**src/rtl/phase_sequencer.sv**
```systemverilog
// Phase/IR/PC stage around the instruction controller. Optional single-step mode is enabled by macro PHASE_SEQ_STEP_EN.
// Latency: strobes take effect on the next rising edge; mem_addr is combinational from sel.
// Backpressure: none; run is the only handshake, and all strobes are level-sampled once per edge.
module phase_sequencer #(
    parameter int AWIDTH = 5,
    parameter int DWIDTH = 8
) (
    input  logic              clk,
    input  logic              rst,
    input  logic              run,
    input  logic [DWIDTH-1:0] data_in,
    input  logic              sel,
    input  logic              ld_ir,
    input  logic              inc_pc,
    input  logic              ld_pc,
    input  logic              halt,
`ifdef PHASE_SEQ_STEP_EN
    input  logic              step_mode,
`endif
    output logic [2:0]        phase,
    output logic [2:0]        opcode,
    output logic [AWIDTH-1:0] ir_addr,
    output logic [AWIDTH-1:0] pc_addr,
    output logic [AWIDTH-1:0] mem_addr,
    output logic              running,
    output logic              halted
);

    typedef enum logic [1:0] {
        ST_IDLE   = 2'd0,
        ST_RUN    = 2'd1,
        ST_HALTED = 2'd2
    } state_t;

    // The phase at which a halt request is honoured; also where the phase is frozen while halted.
    localparam logic [2:0] HALT_PHASE = 3'd4;

    state_t              state_q, state_d;
    logic [2:0]          phase_q, phase_d;
    logic [DWIDTH-1:0]   ir_q, ir_d;
    logic [AWIDTH-1:0]   pc_q, pc_d;
    logic                running_q, running_d;
    logic                halted_q, halted_d;
    logic                step_stop;

    // The edge that leaves phase 7 ends the instruction when single-stepping.
`ifdef PHASE_SEQ_STEP_EN
    always_comb step_stop = step_mode && (phase_q == 3'd7);
`else
    always_comb step_stop = 1'b0;
`endif

    // Next-state, phase, IR and PC computation.
    always_comb begin
        state_d = state_q;
        phase_d = phase_q;
        ir_d    = ir_q;
        pc_d    = pc_q;
        case (state_q)
            ST_IDLE: begin
                // Strobes are ignored; phase 0 is presented in the first RUN cycle.
                phase_d = 3'd0;
                if (run) begin
                    state_d = ST_RUN;
                end
            end
            ST_RUN: begin
                if (ld_ir) begin
                    ir_d = data_in;
                end
                if (ld_pc) begin
                    pc_d = ir_q[AWIDTH-1:0];
                end else if (inc_pc) begin
                    pc_d = pc_q + AWIDTH'(1);
                end
                if (halt && (phase_q == HALT_PHASE)) begin
                    // Strobes above still apply so pc already points past the HALT.
                    state_d = ST_HALTED;
                    phase_d = phase_q;
                end else if (step_stop) begin
                    state_d = ST_IDLE;
                    phase_d = 3'd0;
                end else begin
                    phase_d = phase_q + 3'd1;
                end
            end
            ST_HALTED: begin
                // Controller keeps strobing while phase sits at 4; none of it may reach pc/IR.
                phase_d = HALT_PHASE;
                if (run) begin
                    state_d = ST_RUN;
                    phase_d = 3'd0;
                end
            end
            default: begin
                state_d = ST_IDLE;
                phase_d = 3'd0;
            end
        endcase
        running_d = (state_d == ST_RUN);
        halted_d  = (state_d == ST_HALTED);
    end

    // State registers with synchronous reset that overrides any strobes in the same cycle.
    always_ff @(posedge clk) begin
        if (rst) begin
            state_q   <= ST_IDLE;
            phase_q   <= 3'd0;
            ir_q      <= '0;
            pc_q      <= '0;
            running_q <= 1'b0;
            halted_q  <= 1'b0;
        end else begin
            state_q   <= state_d;
            phase_q   <= phase_d;
            ir_q      <= ir_d;
            pc_q      <= pc_d;
            running_q <= running_d;
            halted_q  <= halted_d;
        end
    end

    // Output decode; the memory address mux is purely combinational on sel.
    always_comb begin
        phase    = phase_q;
        opcode   = ir_q[DWIDTH-1 -: 3];
        ir_addr  = ir_q[AWIDTH-1:0];
        pc_addr  = pc_q;
        mem_addr = sel ? pc_q : ir_q[AWIDTH-1:0];
        running  = running_q;
        halted   = halted_q;
    end

endmodule

```
**config.mk**
```make
export PLATFORM = sky130hd
export DESIGN_NAME = phase_sequencer
export DESIGN_NICKNAME = d
export VERILOG_FILES = /design/src/rtl/phase_sequencer.sv
export SDC_FILE = /design/constraint.sdc
export NUM_CORES = 1
export LEC_CHECK = 0
export CORE_UTILIZATION = 46
export DETAILED_ROUTE_END_ITERATION = 12
export GPL_TIMING_DRIVEN = 0
export PLACE_DENSITY = 0.91
export SYNTH_ARGS = -nofsm -noshare
export SYNTH_HDL_FRONTEND = slang
export SYNTH_SLANG_ARGS = --single-unit
```
**constraint.sdc**
```tcl
create_clock -name clk -period 2.92 [get_ports clk]
set_input_delay 0.438 -clock clk [delete_from_list [all_inputs] [get_ports clk]]
set_output_delay 0.438 -clock clk [all_outputs]
set_load 0.02 [all_outputs]
```
Yosys cells after proc, flatten, opt, wreduce, memory -nomap -nowiden
Index checks and enable logic that the tools add are counted.
{"block": "word_totals", "wordCells": 29, "register_bits": 20, "input_bits": 16}
{"block": "classes", "n_mux": 9, "eq_ne": 6, "n_reduce_logical": 6, "addsub": 2}
{"op": "$mux 5", "count": 3}
{"op": "$mux 3", "count": 2}
{"op": "$pmux 3 s2", "count": 1}
{"op": "$add 5x1->5 const B", "count": 1}
{"op": "$eq 2x1->1 const B", "count": 2}
{"op": "$eq 2x2->1 const B", "count": 2}
{"op": "$mux 2", "count": 2}
{"op": "$pmux 2 s2", "count": 1}
{"op": "$reduce_and 2->1", "count": 2}
{"op": "$add 3x1->3 const B", "count": 1}
{"op": "$eq 3x3->1 const B", "count": 1}
{"op": "$logic_not 2->1", "count": 1}
{"op": "$ne 2x2->1 const B", "count": 1}
{"op": "$reduce_bool 2->1", "count": 1}
{"op": "$reduce_or 2->1", "count": 1}
{"op": "$logic_and 1x1->1", "count": 1}

Longest topological paths before layout
{"block": "logic_depth", "depth_word": 5, "mapped_depth": 6}

Worst setup path after synthesis
Ideal clock, no wire load.
{"block": "synth_timing", "path_kind": "register to register", "start": "register state_q[0]", "end": "register running_q, in the netlist running", "path_buffers": 0, "stages_incl_launch_ff": 6, "period_less_slack_ns": 1.296, "slack_ns": 1.624, "t_arrival_ns": 1.236, "setup_time_ns": 0.060, "path_cell_list": "dfxtp_1 inv_1 ha_1 o21ba_2 o21ai_0 and3_1"}
{"block": "synth_via", "elab_chain_cells": 4, "word_cells_on_any_way": 8, "cone_classes": "eq/ne (3); mux (3); reduce/logical (2)"}
{"item": "start: declaration", "line_no": "38", "text": "state_t state_q, state_d;"}
{"item": "start signal: assignment", "line_no": "114", "text": "state_q <= state_d;"}
{"item": "$eq 2x2->1 / $logic_not 2->1 (equally long branches)", "line_no": "59", "text": "case (state_q)"}
{"item": "$reduce_or 2->1 (no line)"}
{"item": "$pmux 2 s2 *", "line_no": "59"}
{"item": "$eq 2x1->1 *", "line_no": "100", "text": "running_d = (state_d == ST_RUN);"}
{"item": "end signal: assignment", "line_no": "118", "text": "running_q <= running_d;"}
{"item": "end: declaration", "line_no": "42", "text": "logic running_q, running_d;"}
Mark *: on every way between the ends. The rest lies on a longest branch, timed or not.
A chain may end at the register's enable or synchronous reset.

Final worst setup path
{"block": "layout_timing", "start": "input port sel", "end": "output port mem_addr[0]"}
{"block": "layout_via", "elab_chain_cells": 1}
{"item": "start: declaration", "line_no": "12", "text": "input logic sel,"}
{"item": "$mux 5", "line_no": "129", "text": "mem_addr = sel ? pc_q : ir_q[AWIDTH-1:0];"}
{"item": "end: declaration", "line_no": "24", "text": "output logic [AWIDTH-1:0] mem_addr,"}
No other way between the ends.

==> results.yml <==
drt:
  routed_via_density: 5.51
  wl_microns: 2460
  drcViolationCount: 0
  dr.pass1.iters: 4
  first_iter_violations: 24
  routedWlPerCell_microns: 12.9
  postRouteAntennaNets: 0
  num_vias: 1052
finish:
  final_net_count: 189
  stdcell_area_sq_um: 1460
  fillers: 156
  area_growth_pct: 40.0
  ff_latch_area_sq_um: 400
  diodes: 0
  multi_input_area_sq_um: 588
  drive_gt1_share_pct: 9.76
timing:
  rsz0062_at_grt: "no"
  fmax_mhz: 416
  setup_viol: 0
  fin_setup_tns_ps: 0
  min_period_ps: 2400
  holdWs_ps: 397
  slew_headroom_pct: 72.0
  tightestPinTransition_ps: 421
  setup_ws_ps: 517
  clock_skew_ps: 11.6
  finalCritPeriodShare_pct: 82.3
  hold_violations: 0
  slew_violations: 0
power_and_ir_drop:
  total_power_uw: 549
  leakage_nw: 0.536
  peakVddDrop_mv: 0.340
  powerDensity_nw_per_um2: 376
placed_design:
  portBuffers: 36
  place_congestion: 0.866
  dpl_worst_slack_ps: 525
  placed_cell_area_sq_um: 1440
  dp_hpwl_microns: 1850
floorplanning:
  die-width_microns: 49.6
  floorplan.initialDensity_pct: 51.0
  boundaryPins: 39
  core_area_sq_um: 2040
  num_rows: 16
  die_h_microns: 49.6
  dieArea_sq_um: 2460
clock_tree:
  ctsResizeCount: 0
  postCtsSetupBuffers: 0
  cts_root_buf: "clkbuf_4"
  path_clk_slew_ps: 110
  h-tree-depth: 1
  cts_made_buffers: 3
  hold_buffers: 0
  cts_tree: "yes"
  cts.sinks: 20
  clk_latency_ps: 310
  cts_buffer_depth: 2
worst_setup_path:
  worstPathMaxFanout: 5
  cpMostUsedCell: "clkdlybuf4s50_1"
  arrival_ps: 1960
  critPathSlowestCell: "clkdlybuf4s50_1"
  crit_path_cell_trace: "clkdlybuf4s50_1 -> mux2_2 -> clkdlybuf4s50_1"
  critical_path.max_stage_delay_ps: 610
  setup.worst_path.class: "in2out"
  required_ps: 2480
  crit_buf_inv: 2
  cp_top_family: "buffers and inverters"
  cp-end-kind: "output pin"
  setup.worst_path.start_class: "input port"
logic_synthesis:
  ys_seq_area_share_pct: 38.5
  synthesis.area_sq_um: 1040
  syn_nets: 148
  synth.ff_latch_count: 20
  avgSynthCellArea_sq_um: 8.33
  yosys_warnings: 0
  postSynthCellCount: 125
  synthDistinctLibCells: 31
grt:
  grt_pass1_vias: 967
  grt_pass1_wl_microns: 4210
  grt_max_degree: 11
  antenna_found_initial: 0
  grt_usage_pct: 22.1
  overflow: 0
run:
  cap_violations: 0
worst_hold_path:
  hold_path.class: "in2reg"
run_status:
  status: "finished, final reports clean"
## stage by stage
step                cells  utilization [%]
floorplan             125                -
global placement      188             70.3
detailed placement    188             70.3
CTS                   191             71.4
global route          191             71.4
finish                191             71.4
## Yosys cell counts
| master | n | area (sq um) |
|---|---|---|
| dfxtp_1 | 20 | 400 |
| xor2_1 | 1 | 8.76 |
| and3_1 | 2 | 12.5 |
| a31oi_1 | 4 | 25.0 |
| o21ba_2 | 1 | 10.0 |
| o21a_1 | 1 | 7.51 |
| o21ai_0 | 6 | 30.0 |
| inv_1 | 4 | 15.0 |
| nor2b_1 | 2 | 12.5 |
| a211oi_1 | 1 | 7.51 |
| nand2b_1 | 2 | 12.5 |
| or2_2 | 1 | 6.26 |
| o21ai_1 | 1 | 5.00 |
| buf_4 | 1 | 7.51 |
| and2_1 | 1 | 6.26 |
| ha_1 | 7 | 87.6 |
| or3_1 | 1 | 6.26 |
| nand3_1 | 17 | 85.1 |
| nor3b_1 | 1 | 7.51 |
| o21ai_2 | 1 | 8.76 |
| o31a_1 | 2 | 17.5 |
| nand2_1 | 17 | 63.8 |
| buf_6 | 1 | 11.3 |
| buf_2 | 3 | 15.0 |
| mux2_2 | 5 | 56.3 |
| a21oi_1 | 14 | 70.1 |
| clkbuf_1 | 1 | 3.75 |
| nand3b_1 | 1 | 7.51 |
| nor2_1 | 3 | 11.3 |
| o22ai_1 | 2 | 12.5 |
| mux2i_1 | 1 | 10.0 |
## worst paths after layout
path	startpoint	end	slack [ps]	cells past startpoint
setup / recovery	sel	mem_addr[0]	520	3
hold / removal	rst	pc_addr[1]	400	2
setup reg to reg	state_q[0]	running	1460	5
hold reg to reg	ir_q[6]	ir_q[6]	480	2
## metal layers
layer  track usage (%)  vias up  share of wire, %
li1                  -      522                 -
met1              26.6      484                45
met2              36.0       40                48
met3              6.48        6               5.6
met4              9.52        0               1.8
met5                 0        -                 0
## power breakdown
group | switching, mW | internal, mW | total, mW
combinational | 0.0607 | 0.0616 | 0.122
sequential | 0.0110 | 0.283 | 0.294
clock | 0.0839 | 0.0483 | 0.132
## kinds of logic (layout without fill, tap and decap cells)
logic type | Yosys count | after routing | synth area share [%]
mux | 6 | 6 | 6.37
fa+ha+maj | 7 | 7 | 8.41
buf+inv | 10 | 49 | 5.05
simple gates | 48 | 48 | 22.2
xor+xnor | 1 | 1 | 0.841
compound gates | 33 | 33 | 18.6
flops | 20 | 20 | 38.5
## placed cells by master, fill, tap and decap left out, types with 2 or more instances in the layout
master           count
clkdlybuf4s50_1     36
dfxtp_1             20
nand3_1             17
nand2_1             17
a21oi_1             14
ha_1                 7
o21ai_0              6
mux2_2               5
inv_1                4
a31oi_1              4
buf_2                3
nor2_1               3
clkbuf_4             3
o31a_1               2
nand2b_1             2
nor2b_1              2
and3_1               2
o22ai_1              2
## state kept, by name (all words and copies together) (netlist names)
register,flops
ir_q,8
pc_addr,5
halted,1
phase,3
running,1
state_q,2
## layout make-up
cell class	count	area share (%)
Buffer	6	2.58
Clock buffer	3	1.55
Inverter	4	1.03
Multi-Input combinational cell	95	40.3
Sequential cell	20	27.5
Tap cell	27	2.32
Timing Repair Buffer	36	24.7
Note: power is estimated with default switching activity, not from simulation.
==> edit 1, RTL diff (same settings) <==
Change the parameter `DWIDTH` from 8 to 7.
--- a/src/rtl/phase_sequencer.sv
+++ b/src/rtl/phase_sequencer.sv
@@ -4,5 +4,5 @@
 module phase_sequencer #(
     parameter int AWIDTH = 5,
-    parameter int DWIDTH = 8
+    parameter int DWIDTH = 7
 ) (
     input  logic              clk,
Ports: changed (resized data_in); port bits go from 39 to 38. No check against the original RTL was run, so the function may have changed too.
==> edit 1 against the unedited design <==
  * Area after synthesis shrank 3.5%
  * Total power is 2.9% lower
  * Final cell count shrank 1.6%
  * Worst setup slack improved by 0.034 ns
  * Wire length increased by 0.20%
  * Non-clock buffer count unchanged
  * Die area down 3.3%
  * Final area down 2.2%
  * Sequential cell count fell by 1
  * Largest cell class unchanged
==> edit 1: results (changes against the unedited design) <==
The delay of the slowest critical-path stage was 0.59 ns (was 0.61 ns). Most common library cells after synthesis: dfxtp_1 (19), nand2_1 (16), nand3_1 (16), a21oi_1 (13), ha_1 (7) (was dfxtp_1 (20), nand2_1 (17), nand3_1 (17), a21oi_1 (14), ha_1 (7)). The number of standard cells after synthesis came out at 121 (was 125). The wire length per cell came to 13.1 um (was 12.9 um). The CTS clock-pin slew for the worst setup and hold paths came out at roughly 0.10 ns.

The global-route usage over all layers is 0.221 (about the same). The post-placement cell count came out at 184 (was 188). The slew of the pin with the lowest slew margin came to 0.446 ns (was 0.421 ns).

The static leakage was 0.524 nW (was 0.536 nW). The peak fanout along the critical path is 5 (unchanged). The CTS buffer count came out at 3 (unchanged). The total via count after detailed routing is 1045 (was 1052). Result of the run: finished, final reports clean (unchanged).

The wire length of the first global-routing pass is 4170 um (was 4210 um). The net count of the mapped netlist came to 143 (was 148). The maximum VDD drop came to 0.337 mV (was 0.340 mV). The detailed-route vias per instance came out at 5.56 (was 5.51). The part of the Yosys area used for sequential elements is 0.379 (was 0.385). The core occupancy in the finished layout came out at 0.712 (was 0.714).

The flip-flop count of the largest register after layout came out at 7 (was 8). The largest net degree at the start of global routing came out at 11 (unchanged). The post-cts repair resize count came out at 0 (unchanged). The signal arrival time at the worst endpoint was 1.93 ns (was 1.96 ns). The worst min-delay path class is flop to flop (was primary input to flop). Cell types occupying the most area after synthesis: dfxtp_1 (38%), ha_1 (8.7%), nand3_1 (8.0%) (was dfxtp_1 (38%), ha_1 (8.4%), nand3_1 (8.2%)).

The cell area reported after detailed placement came out at 1400 um2 (was 1440 um2). The fill cell instance count of the final layout is 164 (was 156). The worst setup timing slack at the placement stage came out at 0.553 ns (was 0.525 ns). The HPWL after detailed placement is 1870 um (was 1850 um). The number of global-route vias before repair is 958 (was 967). The worst clock skew on the final layout is 0.00494 ns (was 0.0116 ns). The number of violations reported at the end of detailed-routing iteration 0 is 19 (was 24).

The proportion of layout cells with a drive suffix above 1 came to 0.0932 (was 0.0976). The clock latency of the later-clocked register in the worst-skew pair came to 0.29 ns (was 0.31 ns). The cell class contributing the biggest share of worst-path delay is buffers and inverters (unchanged).

The unique cell type count in the Yosys netlist was 30 (was 31). The number of buffers inserted by port buffering is 36 (unchanged). The weighted congestion at the end of routability-driven global placement is 0.855 (was 0.866).
## edit 1: cell count changes after synthesis, sizes merged
cell,change
a21oi,-1
nand2,-1
buf,-1
dfxtp,-1
nand3,-1
clkbuf,+1
## edit 1: per-layer routing
layer / share of wire / vias to the layer above / GRT usage
met3: 0.060 / 4 / 0.0283
met4: 0.011 / 0 / 0.0833
met1: 0.44 / 489 / 0.277
met2: 0.49 / 41 / 0.384
li1: - / 511 / -
met5: 0 / - / 0
## edit 1: area by class of cell
| cell class | instances | area share |
|---|---|---|
| plain buffers | 6 | 0.0246 |
| flip-flops and latches | 19 | 0.267 |
| repair buffers | 36 | 0.253 |
| clock buffers | 4 | 0.0184 |
| well taps | 27 | 0.0237 |
| multi-input cells | 92 | 0.403 |
| inverters | 4 | 0.0105 |
## edit 1: worst paths after layout
check | startpoint | end | slack [ns] | cells after the start
setup reg to reg | state_q[0] | running | 1.42 | 5
hold / removal | ir_q[5] | ir_q[5] | 0.47 | 2
setup / recovery | sel | mem_addr[1] | 0.55 | 3
hold reg to reg | ir_q[5] | ir_q[5] | 0.47 | 2
## edit 1: cell families (layout without fill, tap and decap cells)
group           Yosys count  count (layout)  share of synthesized area
compound gates           32              32                      0.188
xor+xnor                  1               1                    0.00872
fa+ha+maj                 7               7                     0.0872
buf+inv                  10              50                     0.0498
flops                    19              19                      0.379
mux                       6               6                     0.0660
simple gates             46              46                      0.222
## edit 1: power by group
group          switching (mW)  total, mW  leakage, nW  internal (mW)
clock                  0.0795      0.133       0.0150         0.0530
combinational          0.0601      0.120        0.355         0.0603
sequential             0.0109      0.280        0.154          0.269
## edit 1: worst register-to-register path, cell delays in order (launching register included)
cell and delay [ns]:
dfxtp_1 0.45, inv_1 0.11, ha_1 0.23, o21ba_2 0.21, o21ai_0 0.25, and3_1 0.21
==> edit 2, RTL diff (same settings) <==
Without the edit above. Take the reset off `ir_q` and `pc_q` and load them in a clocked block of their own.
--- a/src/rtl/phase_sequencer.sv
+++ b/src/rtl/phase_sequencer.sv
@@ -107,6 +107,4 @@
             state_q   <= ST_IDLE;
             phase_q   <= 3'd0;
-            ir_q      <= '0;
-            pc_q      <= '0;
             running_q <= 1'b0;
             halted_q  <= 1'b0;
@@ -114,9 +112,12 @@
             state_q   <= state_d;
             phase_q   <= phase_d;
-            ir_q      <= ir_d;
-            pc_q      <= pc_d;
             running_q <= running_d;
             halted_q  <= halted_d;
         end
+    end
+
+    always_ff @(posedge clk) begin
+        ir_q <= ir_d;
+        pc_q <= pc_d;
     end
 
Formal check against the unedited RTL: differs if rst is asserted again (counterexample within 4 cycles, from zero or initial values and one cycle with rst high); with rst held inactive, the same outputs for 10 cycles.
==> edit 2 against the unedited design <==
  * Sequential cell count unchanged
  * Final area down 5.8%
  * Fmax up 1.9%
  * Area after synthesis down 9.4%
  * Clock power down 6%
  * Total power up 3.4%
  * Wire length down 26%
  * Worst setup slack better by 0.046 ns
  * Die area down 9.0%
  * Critical path type unchanged
  * Largest cell class is now flip-flops and latches
==> edit 2: results (changes against the unedited design) <==
The CTS buffer count came out at 3 (unchanged). The number of global-route vias before repair came out at 630 (was 967). The leading register cell type out of synthesis was edfxtp_1 (was dfxtp_1). The initial antenna violation count came out at 0 (unchanged).

The worst min-delay path class was flop to flop (was primary input to flop). The fill cell instance count of the final layout is 156 (unchanged). The worst clock skew on the final layout was 0.00108 ns (was 0.0116 ns). The HPWL after detailed placement is 1490 um (was 1850 um). The number of buffers inserted by port buffering was 37 (was 36). The antenna diode count is 0 (unchanged).

The largest net degree at the start of global routing came to 12 (was 11). The register with the highest flop count was ir_q (unchanged). The slew of the pin with the lowest slew margin is 0.277 ns (was 0.421 ns).

The highest-delay cell along the critical path is clkdlybuf4s50_1 (unchanged). The maximum VDD drop is 0.257 mV (was 0.340 mV). The number of violations reported at the end of detailed-routing iteration 0 came out at 17 (was 24). The global-route usage over all layers came to 0.170 (was 0.221). The signal arrival time at the worst endpoint is 1.92 ns (was 1.96 ns).

The number of warning messages in the yosys log came out at 0 (unchanged). The weighted congestion at the end of routability-driven global placement came out at 0.746 (was 0.866). Most common library cells after synthesis: edfxtp_1 (13), dfxtp_1 (7), ha_1 (7), nand2_1 (7) (was dfxtp_1 (20), nand2_1 (17), nand3_1 (17), a21oi_1 (14), ha_1 (7)). The cell class contributing the biggest share of worst-path delay was buffers and inverters (unchanged).

The first-pass iteration count of the detailed router is 4 (unchanged). The CTS clock-pin slew for the worst setup and hold paths is ~0.10 ns. The detailed-route vias per instance is 4.99 (was 5.51).

The register cell area after layout came out at 531 um2 (was 400 um2). The share of flip-flops with an asynchronous set or reset is 0 (unchanged). The post-CTS repair timing setup buffer count came out at 0 (unchanged). The cell area reported after detailed placement came out at 1350 um2 (was 1440 um2). The total detailed-routing wirelength came out at 1830 um (was 2460 um). The part of the Yosys area used for sequential elements came out at 0.562 (was 0.385). The number of enable-type register cells in the synthesized netlist is 13 (was 0). The maximum level of the CTS H-tree is 1 (unchanged).

The wire length of the first global-routing pass is 2600 um (was 4210 um). Result of the run: finished, final reports clean (unchanged). The unique cell type count in the Yosys netlist came to 25 (was 31). The clock tree buffer depth was 2 (unchanged).

The layout net count came out at 143 (was 189). The proportion of layout cells with a drive suffix above 1 was 0.118 (was 0.0976). The static leakage is 0.506 nW (was 0.536 nW). The delay of the slowest critical-path stage was 0.57 ns (was 0.61 ns). The cell at the root of the clock tree is clkbuf_4 (unchanged). Cell types occupying the most area after synthesis: edfxtp_1 (41%), dfxtp_1 (15%), ha_1 (9.3%) (was dfxtp_1 (38%), ha_1 (8.4%), nand3_1 (8.2%)). The clock latency of the later-clocked register in the worst-skew pair is 0.29 ns (was 0.31 ns). The peak fanout along the critical path came out at 5 (unchanged). The flip-flop count of the largest register after layout is 8 (unchanged). The post-cts repair resize count is 0 (unchanged). The net count of the mapped netlist came out at 101 (was 148).
[edit 2: worst paths after layout]
kind                   start  cells after the start          end  slack, ns
setup / recovery         sel                      3  mem_addr[1]       0.56
hold / removal      phase[0]                      2     phase[0]       0.51
setup reg to reg  state_q[1]                      5      running       1.43
hold reg to reg     phase[0]                      2     phase[0]       0.51
[edit 2: where the power goes]
part	leakage, nW	switching [mW]	internal, mW
sequential	0.177	0.0102	0.317
clock	0.0154	0.0746	0.0496
combinational	0.313	0.0534	0.0626
total	0.506	0.138	0.429
[edit 2: final cells by class]
class	instances	share of cell area
inverter	5	0.0137
clock inverter	1	0.00273
buffer	1	0.00364
timing repair buffer	37	0.270
tap	27	0.0246
sequential	20	0.386
multi-input combinational	52	0.283
clock buffer	3	0.0164
[edit 2: kinds of logic (layout without fill, tap and decap cells)]
logic type                 after synthesis  in the layout  share of synthesized area
muxes                                    6              6                     0.0716
and+or+nand+nor                         22             22                      0.130
buffers and inverters                    6             47                     0.0252
xor gates and xnor gates                 4              4                     0.0371
AOI/OAI and AO/OA                       13             13                     0.0809
adders and majority gates                7              7                     0.0928
DFF                                     20             20                      0.562
[edit 2: worst reg2reg max path: stages (launching register included)]
cell,delay (ns)
dfxtp_1,0.40
inv_1,0.09
ha_1,0.26
and4_4,0.22
o22ai_1,0.25
and3_1,0.21
[edit 2: metal layers]
metal,vias up,track usage,part of all wire,wire length (um)
li1,366,-,-,-
met1,326,0.181,0.39,710
met2,34,0.318,0.53,971
met3,2,0.0500,0.078,142
met4,0,0.0514,0.0022,4
met5,-,0,0,0
[edit 2: through the flow]
step	instances	setup WS (ns)
floorplan	78	1.54
global placement	142	0.579
detailed placement	142	0.553
CTS	146	0.555
global route	146	0.530
finish	146	0.563
